File: src/rtl/wb_sequencer.sv
// wb_sequencer: writeback controller driving the regfile write mux select and write enable
// Ports: clk, reset_n (async active-low); req_valid/req_ready/req_src/req_rd request
// handshake from the control FSM; src_ready per-source data valid; flush sync abort;
// memtoreg/reg_write/wr_addr registered regfile controls; done/busy/err_timeout status.
// Optional macro WB_TIMEOUT_EN abandons a WAIT after TIMEOUT_CYCLES cycles.
module wb_sequencer #(
  parameter int NUM_SRC = 8,
  parameter int TIMEOUT_CYCLES = 16
) (
  input  logic               clk,
  input  logic               reset_n,
  input  logic               req_valid,
  output logic               req_ready,
  input  logic [2:0]         req_src,
  input  logic [4:0]         req_rd,
  input  logic [NUM_SRC-1:0] src_ready,
  input  logic               flush,
  output logic [2:0]         memtoreg,
  output logic               reg_write,
  output logic [4:0]         wr_addr,
  output logic               done,
  output logic               busy,
  output logic               err_timeout
);
  typedef enum logic [1:0] {IDLE, WAIT, WRITE} state_t;
  state_t state, state_d;
  logic [4:0] rd_q;
  logic accept, rdy_req, rdy_cur, tmo;
  assign req_ready = (state != WAIT) & ~flush;
  assign accept = req_valid & req_ready;
  // memtoreg doubles as the captured source; source 7 is a constant and always ready
  assign rdy_req = src_ready[req_src] | (&req_src);
  assign rdy_cur = src_ready[memtoreg] | (&memtoreg);
`ifdef WB_TIMEOUT_EN
  localparam int CW = $clog2(TIMEOUT_CYCLES + 1);
  logic [CW-1:0] cnt;
  // rdy_cur gates the timeout so a coinciding ready still writes
  assign tmo = (state == WAIT) & ~rdy_cur & (cnt == CW'(TIMEOUT_CYCLES - 1));
  always_ff @(posedge clk or negedge reset_n)
    if (!reset_n) begin
      cnt <= '0;
      err_timeout <= 1'b0;
    end else begin
      cnt <= (state == WAIT) ? cnt + 1'b1 : '0;
      err_timeout <= tmo;
    end
`else
  localparam int unused_timeout = TIMEOUT_CYCLES;
  assign tmo = 1'b0;
  assign err_timeout = 1'b0;
`endif
  always_comb begin
    state_d = IDLE;
    if (accept)
      state_d = (req_rd == 5'd0) ? IDLE : rdy_req ? WRITE : WAIT;
    else if (state == WAIT)
      state_d = (flush | tmo) ? IDLE : rdy_cur ? WRITE : WAIT;
  end
  always_ff @(posedge clk or negedge reset_n)
    if (!reset_n) state <= IDLE;
    else state <= state_d;
  always_ff @(posedge clk or negedge reset_n)
    if (!reset_n) begin
      memtoreg <= 3'd0;
      rd_q <= 5'd0;
      reg_write <= 1'b0;
      wr_addr <= 5'd0;
      done <= 1'b0;
      busy <= 1'b0;
    end else begin
      memtoreg <= accept ? req_src : memtoreg;
      rd_q <= accept ? req_rd : rd_q;
      reg_write <= state_d == WRITE;
      wr_addr <= (state_d == WRITE) ? (accept ? req_rd : rd_q) : wr_addr;
      done <= (state_d == WRITE) | (accept & (req_rd == 5'd0));
      busy <= state_d != IDLE;
    end
endmodule

File: config.mk
export PLATFORM = sky130hd
export DESIGN_NAME = wb_sequencer
export DESIGN_NICKNAME = d
export VERILOG_FILES = /design/src/rtl/wb_sequencer.sv
export SDC_FILE = /design/constraint.sdc
export NUM_CORES = 1
export LEC_CHECK = 0
export CAP_MARGIN = 20
export CORE_ASPECT_RATIO = 0.8
export CORE_UTILIZATION = 46
export CTS_CLUSTER_DIAMETER = 80
export DETAILED_ROUTE_END_ITERATION = 6
export PLACE_DENSITY = 0.93
export SYNTH_ARGS = -nofsm -noshare
export SYNTH_HDL_FRONTEND = slang
export SYNTH_SLANG_ARGS = --single-unit
File: constraint.sdc
create_clock -name clk -period 5.7 [get_ports clk]
set_clock_uncertainty 0.2 [all_clocks]
set_input_delay 1.14 -clock clk [delete_from_list [all_inputs] [get_ports clk]]
set_output_delay 1.14 -clock clk [all_outputs]
set_load 0.005 [all_outputs]
==> impl_metrics.ini <==
[clock_network]
tritoncts = yes
cts_resized = 0
clock_latency_ns = 0.29
clk_pin_slew_ns = 0.09
cts_sinks = 18
cts-buffers-inserted = 3
holdBufCountCts = 0
root_buffer = clkbuf_4
post_cts_buffers = 0
cts_buffer_depth = 2
htreeDepth = 1

[pwr]
power.density_mw_per_mm2 = 316
p_leak_nw = 0.525
power_mw = 0.385
ir_drop_mv = 0.310

[yosys]
syn_area_um2 = 871
ys_seq_area_share_pct = 51.7
syn-mean-instance-area_um2 = 13.2
synth_warnings = 0
syn_nets = 86
ys_ff_latch = 18
yosysUniqueCellTypes = 25
syn_inst = 66

[sta]
rsz0062_at_grt = false
final_hold_viol_count = 0
worstMarginPinSlew_ns = 0.783
max_slew_margin_pct = 47.6
setup_viol = 0
setup_tns_ns = 0
hold_ws_ns = 0.302
period_needed_ns = 3.65
fmax_mhz = 274
fin_crit_sh_pct = 64.1
maxSlewViolCount = 0

[critical_path]
rr_worst_depth = 5
crit_type = primary input to output port
path_max_fanout = 4
cp.arrival_ns = 2.31
r2r_slack_ns = 3.55
cp-end-kind = output port
critical_path_required_ns = 4.36
r2r_start = memtoreg[0]$_DFFE_PN0N_
startpoint_type = primary input
r2r-end = wr_addr[4]$_DFFE_PN0N_

[die]
die_h_um = 40.9
start_util_pct = 51.5
die_area_mm2 = 0.00207
io_pins = 33
placementRows = 13
dieWidth_um = 50.6
core_mm2 = 0.00169

[global_routing]
grt_max_degree = 19
antenna_found_initial = 0
groute.usage.overall_pct = 19.7
grt_pass1_vias = 605
overflow = 0
grt_pass1_wl_um = 2740

[layout]
final_core_util_pct = 72.1
antennaDiodeCount = 0
multi_input_area_um2 = 398
final_nets = 119
regArea_um2 = 450
final_cell_area_mm2 = 0.00122
fill_cells = 126
drive_above_1_share_pct = 24.5
area_growth_syn_to_layout_pct = 40.1

[worst_hold_path]
hold_end = wr_addr[3]$_DFFE_PN0N_
min_from = wr_addr[3]$_DFFE_PN0N_
hold_class = flop to flop
holdPathStages = 1

[placed_design]
dpl.hpwl_um = 1370
post_dp_cell_area_mm2 = 0.00118
numPortBuffers = 30
gp_congestion = 0.795

[routing]
via_count = 617
drc = 0
drtAntennaViolNets = 0
wl_per_cell_um = 14.4
wl_um = 1730
drt_iter0_markers = 6
first_pass_iters = 3
viasPerCell = 5.14

[outcome]
outcome = finished clean

[flow_run]
maxCapViolations = 0
[worst max-delay path, cell delays in order]
cell and delay [ns]:
clkdlybuf4s50_1 0.45, nor2b_1 0.19, clkdlybuf4s50_1 0.53
[where the power goes]
part | total [mW] | internal [mW] | switching, mW
registers | 0.177 | 0.160 | 0.0177
logic | 0.131 | 0.0873 | 0.0441
clock network | 0.0765 | 0.0389 | 0.0376
[cell type report]
type | instances | share of cell area [%]
Multi-Input combinational cell | 44 | 32.6
Tap cell | 22 | 2.26
Sequential cell | 18 | 36.9
Clock buffer | 4 | 2.97
Timing Repair Buffer | 30 | 24.6
Inverter | 2 | 0.615
[synth_stat cells, drive strengths merged]
cell	count	area (µm²)
a22oi	1	21.3
inv	2	7.51
nor2b	2	12.5
buf	2	15.0
o22ai	2	12.5
mux2	17	195
nand3b	2	15.0
a2111oi	1	8.76
dfrtp	18	450
or2b	2	15.0
nand2	2	7.51
nor3	1	5.00
o311ai	1	16.3
o221ai	1	15.0
or2	1	6.26
a311oi	1	15.0
mux2i	1	10.0
a21oi	1	5.00
nand2b	2	12.5
nor2	3	11.3
conb	1	3.75
o21ai	1	5.00
nand3	1	5.00
[cells in the final DEF (no fill, tap or decap), types with 3 or more instances in the layout]
master,netlist,layout
mux2_2,14,14
clkbuf_4,0,3
nor2_1,3,3
dfrtp_1,18,18
clkdlybuf4s50_1,0,30
[worst max path at each step]
stage	start	to	slack, ns	cells after the start
after floorplan	src_ready[0]	wr_addr[0]$_DFFE_PN0N_	2.98	5
after global placement	flush	req_ready	2.09	3
after detailed placement	flush	req_ready	2.06	3
after CTS	flush	req_ready	2.04	3
after global routing	flush	req_ready	2.03	3
final	flush	req_ready	2.05	3
[sequential cells by signal, indices dropped and copies added (netlist names)]
signal,flops
done,1
memtoreg,3
rd_q,5
reg_write,1
wr_addr,5
busy,1
state,2
[through the flow]
step | worst slack, ns | std cells
after floorplan | 2.98 | 66
after global placement | 2.09 | 116
after detailed placement | 2.06 | 116
after CTS | 2.04 | 120
after global routing | 2.03 | 120
final | 2.05 | 120
[cells by family after synthesis]
| group | Yosys count | share of synthesized area (%) |
|---|---|---|
| muxes | 18 | 23.6 |
| buffers and inverters | 4 | 2.59 |
| AOI/OAI and AO/OA | 9 | 11.3 |
| other | 1 | 0.431 |
| and+or+nand+nor | 16 | 10.3 |
| DFF | 18 | 51.7 |
[routing by layer]
metal,vias to the layer above,track usage [%],routed length [µm]
li1,299,-,-
met1,301,25.1,804
met2,17,33.7,856
met3,0,6.67,67
met4,0,4.17,0
met5,-,0,0
Power figures use the tool's default switching activity.
